===== config.mk =====
export PLATFORM = sky130hd
export DESIGN_NAME = sl_transmitter
export DESIGN_NICKNAME = d
export VERILOG_FILES = /design/src/rtl/sl_pkg.sv /design/src/rtl/sl_bit_timer.sv /design/src/rtl/sl_transmitter.sv
export SDC_FILE = /design/constraint.sdc
export NUM_CORES = 1
export LEC_CHECK = 0
export ABC_AREA = 1
export ABC_CLOCK_PERIOD_IN_PS = 4600
export CAP_MARGIN = 20
export CORE_MARGIN = 2
export CORE_UTILIZATION = 58
export DETAILED_ROUTE_END_ITERATION = 10
export PLACE_DENSITY = 0.82
export SETUP_SLACK_MARGIN = 0.1
export SLEW_MARGIN = 20
export SYNTH_ARGS = -nofsm -noshare
export SYNTH_HDL_FRONTEND = slang
export SYNTH_SLANG_ARGS = --single-unit

===== constraint.sdc =====
create_clock -name clock -period 4.6 [get_ports clock]
set_input_delay 0.92 -clock clock [delete_from_list [all_inputs] [get_ports clock]]
set_output_delay 0.92 -clock clock [all_outputs]
set_load 0.01 [all_outputs]

===== src/rtl/sl_pkg.sv =====
// Shared definitions for the SL serial-line transmitter/receiver pair:
// config word layout, frame sizing and the transmitter state encoding.
package sl_pkg;

  localparam int unsigned SL_LEN_LSB  = 0;
  localparam int unsigned SL_LEN_W    = 6;
  localparam int unsigned SL_PAR_EN   = 6;
  localparam int unsigned SL_PAR_ODD  = 7;
  localparam int unsigned SL_HALF_LSB = 8;
  localparam int unsigned SL_HALF_W   = 16;
  localparam int unsigned SL_MAX_LEN  = 32;
  localparam int unsigned SL_FRAME_W  = SL_MAX_LEN + 1;
  localparam int unsigned SL_STATE_W  = 3;

  typedef logic [SL_STATE_W-1:0] sl_tx_state_t;

  localparam sl_tx_state_t IDLE     = 3'd0;
  localparam sl_tx_state_t PULSE    = 3'd1;
  localparam sl_tx_state_t GAP      = 3'd2;
  localparam sl_tx_state_t STOP     = 3'd3;
  localparam sl_tx_state_t STOP_GAP = 3'd4;

  // Out-of-range lengths (0 or above the maximum) fall back to a full word.
  function automatic logic [SL_LEN_W-1:0] sl_decode_len(input logic [SL_LEN_W-1:0] raw);
    if (raw == '0 || raw > SL_LEN_W'(SL_MAX_LEN)) return SL_LEN_W'(SL_MAX_LEN);
    return raw;
  endfunction

  function automatic logic [SL_HALF_W-1:0] sl_decode_half(input logic [SL_HALF_W-1:0] raw,
                                                         input logic [SL_HALF_W-1:0] dflt);
    return (raw == '0) ? dflt : raw;
  endfunction

endpackage


===== src/rtl/sl_bit_timer.sv =====
// Loadable down-counter; expire_c marks the last cycle of a loaded interval.
module sl_bit_timer
  import sl_pkg::*;
(
  input  logic                 clock,
  input  logic                 reset,
  input  logic                 load,
  input  logic [SL_HALF_W-1:0] load_val,
  output logic                 expire_c
);

  logic [SL_HALF_W-1:0] cnt;

  always_ff @(posedge clock) begin
    if (reset)             cnt <= '0;
    else if (load)         cnt <= load_val;
    else if (cnt != '0)    cnt <= cnt - SL_HALF_W'(1);
  end

  assign expire_c = (cnt == SL_HALF_W'(1));

endmodule


===== src/rtl/sl_transmitter.sv =====
// SL transmitter: serialises a latched word as timed low pulses on sl0/sl1,
// optional parity bit, then a both-low stop marker.
module sl_transmitter
  import sl_pkg::*;
#(
  parameter logic [SL_HALF_W-1:0] DEFAULT_HALF = 16'd4
) (
  input  logic        clock,
  input  logic        reset,
  input  logic [31:0] data_in,
  input  logic [31:0] config_in,
  input  logic        tx_valid,
  output logic        tx_ready,
  output logic        busy,
  output logic        done,
  output logic        sl0,
  output logic        sl1
);

  sl_tx_state_t          state_q, state_nx;
  logic [SL_FRAME_W-1:0] frame_q, frame_nx;
  logic [SL_LEN_W-1:0]   bits_q, bits_nx;
  logic [SL_HALF_W-1:0]  half_q, half_nx;
  logic                  sl0_nx, sl1_nx, done_nx;
  logic                  load_c, expire_c;
  logic [SL_HALF_W-1:0]  load_val_c;

  logic [SL_LEN_W-1:0]   len_c, bits_c;
  logic [SL_HALF_W-1:0]  half_c;
  logic [SL_FRAME_W-1:0] mask_c, data_m_c, frame_c;
  logic                  par_c;
  logic                  rsvd_unused;

  // Decode the request; bits above word_len never reach the frame.
  assign len_c    = sl_decode_len(config_in[SL_LEN_LSB +: SL_LEN_W]);
  assign half_c   = sl_decode_half(config_in[SL_HALF_LSB +: SL_HALF_W], DEFAULT_HALF);
  assign mask_c   = (SL_FRAME_W'(1) << len_c) - SL_FRAME_W'(1);
  assign data_m_c = {1'b0, data_in} & mask_c;
  assign par_c    = (^data_m_c) ^ config_in[SL_PAR_ODD];
  assign frame_c  = data_m_c |
                    (config_in[SL_PAR_EN] ? (SL_FRAME_W'(par_c) << len_c) : '0);
  assign bits_c   = len_c + SL_LEN_W'(config_in[SL_PAR_EN]);
  assign rsvd_unused = ^config_in[31:24];

  sl_bit_timer u_timer (
    .clock    (clock),
    .reset    (reset),
    .load     (load_c),
    .load_val (load_val_c),
    .expire_c (expire_c)
  );

  // Next-state and next-output decode; every phase change reloads the timer.
  always_comb begin
    state_nx   = state_q;
    frame_nx   = frame_q;
    bits_nx    = bits_q;
    half_nx    = half_q;
    sl0_nx     = sl0;
    sl1_nx     = sl1;
    done_nx    = 1'b0;
    load_c     = 1'b0;
    load_val_c = half_q;
    case (state_q)
      IDLE: begin
        if (tx_valid && tx_ready) begin
          state_nx   = PULSE;
          frame_nx   = frame_c;
          bits_nx    = bits_c;
          half_nx    = half_c;
          load_c     = 1'b1;
          load_val_c = half_c;
          sl0_nx     = frame_c[0];
          sl1_nx     = ~frame_c[0];
        end
      end
      PULSE: begin
        if (expire_c) begin
          state_nx = GAP;
          frame_nx = {1'b0, frame_q[SL_FRAME_W-1:1]};
          bits_nx  = bits_q - SL_LEN_W'(1);
          load_c   = 1'b1;
          sl0_nx   = 1'b1;
          sl1_nx   = 1'b1;
        end
      end
      GAP: begin
        if (expire_c) begin
          load_c = 1'b1;
          if (bits_q == '0) begin
            state_nx = STOP;
            sl0_nx   = 1'b0;
            sl1_nx   = 1'b0;
          end else begin
            state_nx = PULSE;
            sl0_nx   = frame_q[0];
            sl1_nx   = ~frame_q[0];
          end
        end
      end
      STOP: begin
        if (expire_c) begin
          state_nx = STOP_GAP;
          load_c   = 1'b1;
          sl0_nx   = 1'b1;
          sl1_nx   = 1'b1;
        end
      end
      STOP_GAP: begin
        if (expire_c) begin
          state_nx = IDLE;
          done_nx  = 1'b1;
        end
      end
      default: begin
        state_nx = IDLE;
        sl0_nx   = 1'b1;
        sl1_nx   = 1'b1;
      end
    endcase
  end

  always_ff @(posedge clock) begin
    if (reset) begin
      state_q  <= IDLE;
      frame_q  <= '0;
      bits_q   <= '0;
      half_q   <= '0;
      sl0      <= 1'b1;
      sl1      <= 1'b1;
      busy     <= 1'b0;
      done     <= 1'b0;
      tx_ready <= 1'b1;
    end else begin
      state_q  <= state_nx;
      frame_q  <= frame_nx;
      bits_q   <= bits_nx;
      half_q   <= half_nx;
      sl0      <= sl0_nx;
      sl1      <= sl1_nx;
      busy     <= (state_nx != IDLE);
      done     <= done_nx;
      tx_ready <= (state_nx == IDLE);
    end
  end

endmodule


# After elaboration in Yosys (flattened, before gate mapping)
# Index checks and enable logic that the tools add are counted.
[word_totals]
n_memories = 0
mem_bits_rw = 0
rom_bits = 0
word_cells = 83
latch_bits = 0
ff_bits = 79
input_bits = 67
out_inout_bits = 5
[classes]
n_mul = 0
n_bitwise = 6
n_eq_ne = 9
magnitude_cmp = 1
shift = 2
add_sub_neg = 4
mux = 34
div = 0
reduce_logical = 17
[op_table]
columns = ["cell", "count"]
rows = [
  ["2-to-1 mux 33 bit", 3],
  ["2-to-1 mux 16 bit", 5],
  ["case mux 33 bit (2 select lines)", 1],
  ["bitwise AND 32 x 33 -> 33 bit", 1],
  ["OR 33 bit", 1],
  ["XOR reduction 33 bit", 1],
  ["<< shifter 1 x 6 -> 33 bit", 1],
  ["<< shifter 1 x 6 -> 33 bit, first input constant", 1],
  ["subtractor 33 x 2 -> 33 bit, second input constant", 1],
  ["2-to-1 mux 6 bit", 4],
  ["== test 16 x 1 -> 1 bit, second input constant", 1],
  ["zero test 16 bit", 1],
  ["nonzero test 16 bit", 1],
  ["subtractor 16 x 1 -> 16 bit, second input constant", 1],
  ["2-to-1 mux 3 bit", 5],
  ["case mux 3 bit (5 select lines)", 1],
  ["zero test 6 bit", 2],
  ["case mux 6 bit (2 select lines)", 1],
  ["2-to-1 mux 1 bit", 10],
  ["case mux 1 bit (4 select lines)", 2],
  ["adder 6 x 1 -> 6 bit", 1],
  ["== test 3 x 2 -> 1 bit, second input constant", 2],
  ["greater-than comparator 6 bit, second input constant", 1],
  ["zero test 3 bit", 2],
  ["other kinds (17)", 23],
]

# Depth between registers and ports, before layout
[depth]
depth_word = 15
mapped_depth = 32
ltp_nobuf = 31

# By module
# Synthesis repeated with hierarchy kept, for this count alone.
[unflattened]
hier_cells = 1138
hier_area_um2 = 6690.2
[modules_own_cells]
columns = ["mod", "area_per_inst_um2", "cells_each", "n_inst", "seq_area_each_um2"]
rows = [
  ["sl_transmitter", 5547.8, 959, 1, 1261.2],
  ["sl_bit_timer", 1142.3, 179, 1, 320.3],
]

# Least setup slack after synthesis
# No wires, ideal clock.
[synth_path]
kind = "input-to-reg"
start = "input config_in[3]"
end = "register frame_q[24]"
path_buffers = 1
cell_stages = 27
t_required_ns = 4.472
t_arrival_ns = 3.514
setup_ns = 0.128
path_slack_ns = 0.958
path_cell_list = "buf_4 -> inv_2 -> nor2_4 -> inv_2 -> nand3_1 -> ha_1 -> inv_1 -> nor2_8 -> nand4_4 -> nor2_2 -> nand2_1 -> nand2_1 -> nand3_1 -> nand2_1 -> nand2_1 -> nand2_1 -> nand2_1 -> nand2_1 -> nand2_1 -> nand2_1 -> nand3_2 -> nand2_4 -> inv_4 -> nand3_1 -> nand3_1 -> o21ai_1 -> a21oi_1"
[synth_via]
elab_chain_cells = 14
elab_cells_between_ends = 15
classes_between = "1 x add/sub; 1 x order compare; 2 x shift; 5 x mux; 3 x bitwise; 3 x reduce/logical"
[synth_rtl]
columns = ["item", "line_no", "text"]
rows = [
  ["from (decl)", "sl_transmitter.sv:11", "input logic [31:0] config_in,"],
  ["greater-than comparator 6 bit or zero test 6 bit (tied branches)", "sl_pkg.sv:25", "if (raw == '0 || raw > SL_LEN_W'(SL_MAX_LEN)) return SL_LEN_W'(SL_MAX_LEN);"],
  ["logical OR 1 bit", "sl_pkg.sv:25", ""],
  ["2-to-1 mux 1 bit", "sl_pkg.sv:25", ""],
  ["2-to-1 mux 6 bit (*)", "sl_pkg.sv:26", "return raw;"],
  ["<< shifter 1 x 6 -> 33 bit", "sl_transmitter.sv:37", "assign mask_c = (SL_FRAME_W'(1) << len_c) - SL_FRAME_W'(1);"],
  ["subtractor 33 x 2 -> 33 bit", "sl_transmitter.sv:37", ""],
  ["bitwise AND 32 x 33 -> 33 bit", "sl_transmitter.sv:38", "assign data_m_c = {1'b0, data_in} & mask_c;"],
  ["XOR reduction 33 bit", "sl_transmitter.sv:39", "assign par_c = (^data_m_c) ^ config_in[SL_PAR_ODD];"],
  ["XOR 1 bit", "sl_transmitter.sv:39", ""],
  ["<< shifter 1 x 6 -> 33 bit", "sl_transmitter.sv:41", "(config_in[SL_PAR_EN] ? (SL_FRAME_W'(par_c) << len_c) : '0);"],
  ["2-to-1 mux 33 bit", "sl_transmitter.sv:41", ""],
  ["OR 33 bit (*)", "sl_transmitter.sv:40", "assign frame_c = data_m_c |"],
  ["2-to-1 mux 33 bit (*)", "sl_transmitter.sv:66", "if (tx_valid && tx_ready) begin"],
  ["case mux 33 bit (2 select lines) (*)", "sl_transmitter.sv:64", "case (state_q)"],
  ["to (signal assigned)", "sl_transmitter.sv:136", "frame_q <= frame_nx;"],
  ["to (decl)", "sl_transmitter.sv:21", "logic [SL_FRAME_W-1:0] frame_q, frame_nx;"],
]
# Mark *: on every way between the ends. The rest lies on a longest branch, timed or not. The select of a mux whose other input is x is not followed.
# A chain may end at the register's enable or synchronous reset.

# Worst setup path after layout
[layout_path]
start = "input config_in[1]"
end = "register frame_q[4]"
# Same word-level chain as after synthesis.

==> impl_metrics.env <==
export IMPL_routabilityCongestion=0.927
export IMPL_critPathLaunch="config_in[1]"
export IMPL_worstSetupPathType="primary input to flop"
export IMPL_rrSetupSlack_ns=1.63
export IMPL_wirelength_um=19000
export IMPL_yosysTopAreaCell="dfxtp_1"
export IMPL_power_mw=2.59
export IMPL_io_pins=72
export IMPL_hold_viol_final=0
export IMPL_syn_to_final_growth_pct=25.2
export IMPL_place_detailed_hpwl_um=14400
export IMPL_synth_top_cell_area_share_pct=24.5
export IMPL_synth_most_common_cell="nand2_1"
export IMPL_h_tree_depth=3
export IMPL_antenna_found_initial=0
export IMPL_syn_inst=1122
export IMPL_synth_flop_cell="dfxtp_1"
export IMPL_synth_warnings=0
export IMPL_drive_above_1_share_pct=14.2
export IMPL_synth_edf_count=0
export IMPL_initial_core_util_pct=59.5
export IMPL_numCtsBuffers=9
export IMPL_worstPathArrival_ns=4.49
export IMPL_fmax_ghz=0.236
export IMPL_crit_slowest_cell="clkdlybuf4s50_1"
export IMPL_finalMaxSlewViolations=0
export IMPL_first_global_vias=6709
export IMPL_ir_worst_vdd_uv=291
export IMPL_num_rows=38
export IMPL_core_sq_um=10800
export IMPL_grt_max_degree=66
export IMPL_path_common_cell="nand2_1"
export IMPL_rsz0062_at_grt="no"
export IMPL_start_kind="primary input"
export IMPL_max_cap_violations=0
export IMPL_grt_use_total_pct=32.1
export IMPL_fin_crit_ns=4.24
export IMPL_yosysUniqueCellTypes=50
export IMPL_first_pass_iters=6
export IMPL_fin_skew_ns=0.00989
export IMPL_syn_nets=1194
export IMPL_worst_setup_path_end_kind="flop"
export IMPL_r2r_end="frame_q[0]"
export IMPL_die_area_sq_um=12000
export IMPL_clockRootBuffer="clkbuf_8"
export IMPL_seq_area_frac_synth_pct=24.5
export IMPL_ys_top_cells_by_area="dfxtp_1 25%, nand2_1 19%, nor2_1 9.1%"
export IMPL_reg2reg_depth=16
export IMPL_syn_area_per_cell_sq_um=5.75
export IMPL_fp_dieH_um=109
export IMPL_vias=7573
export IMPL_nFillCells=950
export IMPL_viasPerCell=5.46
export IMPL_synth_area_sq_um=6450
export IMPL_drt_iter0_markers=587
export IMPL_power_leakage_nw=4.17
export IMPL_route_detailed_drc=0
export IMPL_async_flop_share_pct=0
export IMPL_endpoint="frame_q[4]"
export IMPL_cts_tree="done"
export IMPL_timing_rr_start="u_timer.cnt[12]"
export IMPL_detail_route_antenna_nets=0
export IMPL_ys_top_cells_by_count="333 x nand2_1, 156 x nor2_1, 133 x inv_1, 89 x nand3_1, 79 x dfxtp_1"
export IMPL_dieWidth_um=109
export IMPL_cts_reportedPaths_clkPinSlew_ns=0.08
export IMPL_cts_sinks=79
export IMPL_portBuffers=63
export IMPL_grt_pass1_wl_um=30700
export IMPL_antenna_cells=0
export IMPL_setup_viol=0
export IMPL_max_stage_delay_ns=0.47
export IMPL_required_ns=4.85
export IMPL_gr_total_overflow=0
export IMPL_status="completed"
export IMPL_pwr_density_cell_nw_per_um2=321
export IMPL_wl_per_cell_um=13.7
export IMPL_nets=1313
export IMPL_period_share_pct=92.2
export IMPL_ctsHoldBuffers=0
export IMPL_hold_path_class="flop to flop"
export IMPL_clock_latency_ns=0.36
export IMPL_clk_path_buf_depth=2
export IMPL_ys_ff_latch=79
export IMPL_relSlewSlack_pct=41.0
export IMPL_tightest_slew_ns=0.881
export IMPL_critPathMaxFanout=8
export IMPL_final_util_pct=74.5
export IMPL_setup_tns_ns=0
## cells in the final DEF, fill, tap and decap left out, types with 3 or more instances in the layout
master	synthesis	layout
a211oi_1	3	3
a21oi_1	52	51
a21oi_2	3	4
a221oi_1	4	4
a311oi_1	3	3
a31oi_1	7	7
buf_4	4	80
clkbuf_8	0	9
clkdlybuf4s50_1	0	58
dfxtp_1	79	79
dlymetal6s2s_1	0	4
ha_1	5	5
inv_1	133	131
inv_2	19	21
nand2_1	333	333
nand3_1	89	87
nand3_2	10	11
nand3_4	2	3
nand3b_1	4	4
nand4_1	67	67
nand4_4	1	3
nor2_1	156	152
nor2_2	14	10
nor2_4	2	10
nor2_8	4	4
nor3_1	11	10
nor4_1	8	8
o21ai_0	33	33
o21ai_1	8	8
o31ai_1	4	4
xor2_1	5	4
## how the worst min path moves through the flow
stage / from / end / cells past startpoint
2_1_floorplan: frame_q[13] / frame_q[13] / 2
3_3_place_gp: sl0 / sl0 / 1
3_5_place_dp: frame_q[1] / frame_q[1] / 2
4_1_cts: frame_q[25] / frame_q[25] / 2
5_1_grt: frame_q[19] / frame_q[19] / 2
6_report: sl0 / sl0 / 1
## critical path, delay by kind of cell
kind,cells,cell delay [ns]
AOI/OAI and AO/OA,2,0.23
buffers and inverters,6,0.98
and+or+nand+nor,20,2.33
## final cells by class
class / instances / area [sq um] / area share (%)
sequential: 79 / 1580 / 19.6
tap: 140 / 175 / 2.17
clock inverter: 7 / 97.6 / 1.21
timing repair buffer: 147 / 1300 / 16.1
clock buffer: 9 / 124 / 1.53
multi-input combinational: 848 / 4210 / 52.1
inverter: 156 / 591 / 7.31
## sequential cells by signal (all words and copies together) (netlist names), 3 cells and up
| register | cells |
|---|---|
| half_q | 16 |
| u_timer.cnt | 16 |
| bits_q | 6 |
| frame_q | 33 |
| state_q | 3 |
## repair_timing
item | in CTS | in global routing
endpoints found under the setup margin | 0 | 32
gates resized for setup | 0 | 26
buffers inserted | 0 | 2
## power breakdown
part / switching, mW / internal (mW) / total (mW)
Combinational: 0.734 / 0.430 / 1.16
Clock: 0.262 / 0.306 / 0.568
Sequential: 0.0687 / 0.794 / 0.863
## layer usage
layer	up-vias	share of wire (%)	global-route usage, %
met2	278	47	54.2
met4	0	2.9	13.0
met5	-	0	0
li1	3893	-	-
met1	3351	44	41.6
met3	51	5.9	3.68
## cells by family (layout without fill, tap and decap cells)
| kind of cell | Yosys count | count (layout) | share of synthesized area, % |
|---|---|---|---|
| and+or+nand+nor | 709 | 709 | 50.4 |
| other | 1 | 1 | 0.0581 |
| xor gates and xnor gates | 6 | 6 | 0.814 |
| DFF | 79 | 79 | 24.5 |
| AOI/OAI and AO/OA | 127 | 127 | 11.4 |
| adders and majority gates | 5 | 5 | 0.969 |
| buffers and inverters | 195 | 319 | 11.8 |
## through the flow
stage | area (sq um) | cells | worst slack (ns) | hold slack [ns]
finish | 8080 | 1386 | 0.359 | 0.467
detailed placement | 7730 | 1368 | -0.118 | 0.458
global route | 8080 | 1386 | 0.102 | 0.486
CTS | 7950 | 1384 | 0.253 | 0.471
floorplan | 6450 | 1122 | 0.958 | 0.445
global placement | 7730 | 1368 | -0.0314 | 0.444
Power figures use the tool's default switching activity.
==> RTL edit (config.mk and constraints unchanged) <==
Make the reset (`reset`) asynchronous in 2 clocked blocks.
--- a/src/rtl/sl_bit_timer.sv
+++ b/src/rtl/sl_bit_timer.sv
@@ -11,7 +11,7 @@
 
   logic [SL_HALF_W-1:0] cnt;
 
-  always_ff @(posedge clock) begin
+  always_ff @(posedge clock or posedge reset) begin
     if (reset)             cnt <= '0;
     else if (load)         cnt <= load_val;
     else if (cnt != '0)    cnt <= cnt - SL_HALF_W'(1);
--- a/src/rtl/sl_transmitter.sv
+++ b/src/rtl/sl_transmitter.sv
@@ -120,7 +120,7 @@
     endcase
   end
 
-  always_ff @(posedge clock) begin
+  always_ff @(posedge clock or posedge reset) begin
     if (reset) begin
       state_q  <= IDLE;
       frame_q  <= '0;
Behaviour: differs if reset is asserted again (counterexample within 4 cycles, from zero or initial values and one cycle with reset high); with reset held inactive, the same outputs for 10 cycles.
==> RTL edit against the unedited design <==
Worst hold slack better by 0.011 ns; area after synthesis up 1.6%; global-route usage up 2.9 points; design area up 3.3%; sequential cell count unchanged; routed wire length up 5.9%; via count down 2.3%; worst setup slack better by 0.049 ns; register-to-register slack better by 0.14 ns; highest routed layer unchanged.
Power is not compared: it rests on default switching activity, and its combinational part moved more than twofold at a synthesized area within 25%.
==> RTL edit: results <==
export IMPL_outcome="completed"
export IMPL_nets=1275
export IMPL_skew_ns=0.00707
export IMPL_synth_area_leaders="dfrtp_1 (29%), nand2_1 (22%), nand3_1 (8.3%)"
export IMPL_dr_wl_met3_um=1830
export IMPL_drt_initial_drc_count=707
export IMPL_fillCellCount=891
export IMPL_wl_met2_um=9050
export IMPL_grt_max_degree=58
export IMPL_dp_hpwl_um=15100
export IMPL_cp_arrival_ns=4.46
export IMPL_ys_types=45
export IMPL_grt_pass1_vias=6821
export IMPL_synthArstFlopShare=1.00
export IMPL_cts_made_buffers=9
export IMPL_ys_top_cells_by_count="nand2_1 (392), nor2_1 (114), inv_1 (109), nand3_1 (109), dfrtp_1 (76)"
export IMPL_cp_slowest_cell="dlymetal6s2s_1"
export IMPL_viasPerCell=5.49
export IMPL_slowest_delay_ns=0.34
export IMPL_grt_pass1_wl_um=32700
export IMPL_syn_nets=1135
export IMPL_track_usage=0.350
export IMPL_slew_headroom=0.355
export IMPL_top_regs="frame_q: 33 flops, half_q: 16 flops, u_timer.cnt: 16 flops"
export IMPL_worstSkewPairLatency_ns=0.34
export IMPL_drc=0
export IMPL_antenna_cells=0
export IMPL_cts_root_buf="clkbuf_16"
export IMPL_placed_area_mm2=0.00795
export IMPL_globalplace_congestion=1.01
export IMPL_critPathMaxFanout=10
export IMPL_ys_flop_type="dfrtp_1"
export IMPL_drive_gt1_frac=0.152
export IMPL_drt_met1_wl_um=8630
export IMPL_cts_clk_slew_worst_paths_ns=0.06
export IMPL_pre_cts_slack_ns=-0.134
export IMPL_totalWireLength_um=20100
export IMPL_seq_area_frac_synth=0.302
RTL edit: cell type report:
cell class                      instances  area share
Tap cell                              140      0.0210
Inverter                              129      0.0583
Clock inverter                          6     0.00554
Clock buffer                           10      0.0274
Sequential cell                        79       0.237
Timing Repair Buffer                  163       0.172
Multi-Input combinational cell        821       0.478
RTL edit: cells by family (layout without fill, tap and decap cells):
logic type               Yosys count  in the layout  share of synthesized area
AO/OA/AOI/OAI                     75             75                     0.0643
XOR/XNOR                          21             21                     0.0292
adder cells (fa/ha/maj)            5              5                    0.00954
buffers and inverters            163            308                      0.100
flip-flops                        79             79                      0.302
other                              1              1                   0.000572
AND/OR/NAND/NOR                  719            719                      0.494
RTL edit: metrics by stage:
| step | cells | TNS, ns |
|---|---|---|
| after floorplan | 1063 | 0 |
| after global placement | 1328 | -0.294 |
| after detailed placement | 1329 | -2.01 |
| after CTS | 1345 | 0 |
| after global routing | 1348 | 0 |
| final | 1348 | 0 |
RTL edit: power by group:
group / internal, mW / switching [mW] / total, mW / leakage, nW
clock network: 0.367 / 0.285 / 0.652 / 0.117
logic: 0.212 / 0.310 / 0.522 / 3.51
registers: 0.700 / 0.00314 / 0.703 / 0.998
RTL edit: tightest hold or removal path, delay by kind of cell, from the launching register on:
kind / cells / cell delay (ns)
AND/OR/NAND/NOR: 2 / 0.10
flip-flops: 1 / 0.34
RTL edit: repair_timing:
item / CTS / global route
endpoints found under the setup margin: 0 / 32
buffers inserted: 0 / 3
resized for setup: 0 / 27
RTL edit: worst paths after layout:
check	start	endpoint	slack, ns	cells past startpoint
max	config_in[2]	frame_q[1]	0.41	26
min	frame_q[25]	frame_q[25]	0.48	2
max reg2reg	u_timer.cnt[13]	u_timer.cnt[1]	1.77	11
min reg2reg	frame_q[25]	frame_q[25]	0.48	2
max in group asynchronous	reset	u_timer.cnt[5]	2.80	3
min in group asynchronous	reset	frame_q[19]	1.03	2
RTL edit: metal layers:
metal,global-route usage,up-vias
met5,0,-
met4,0.121,0
met3,0.0794,56
met2,0.537,323
met1,0.487,3328
li1,-,3695
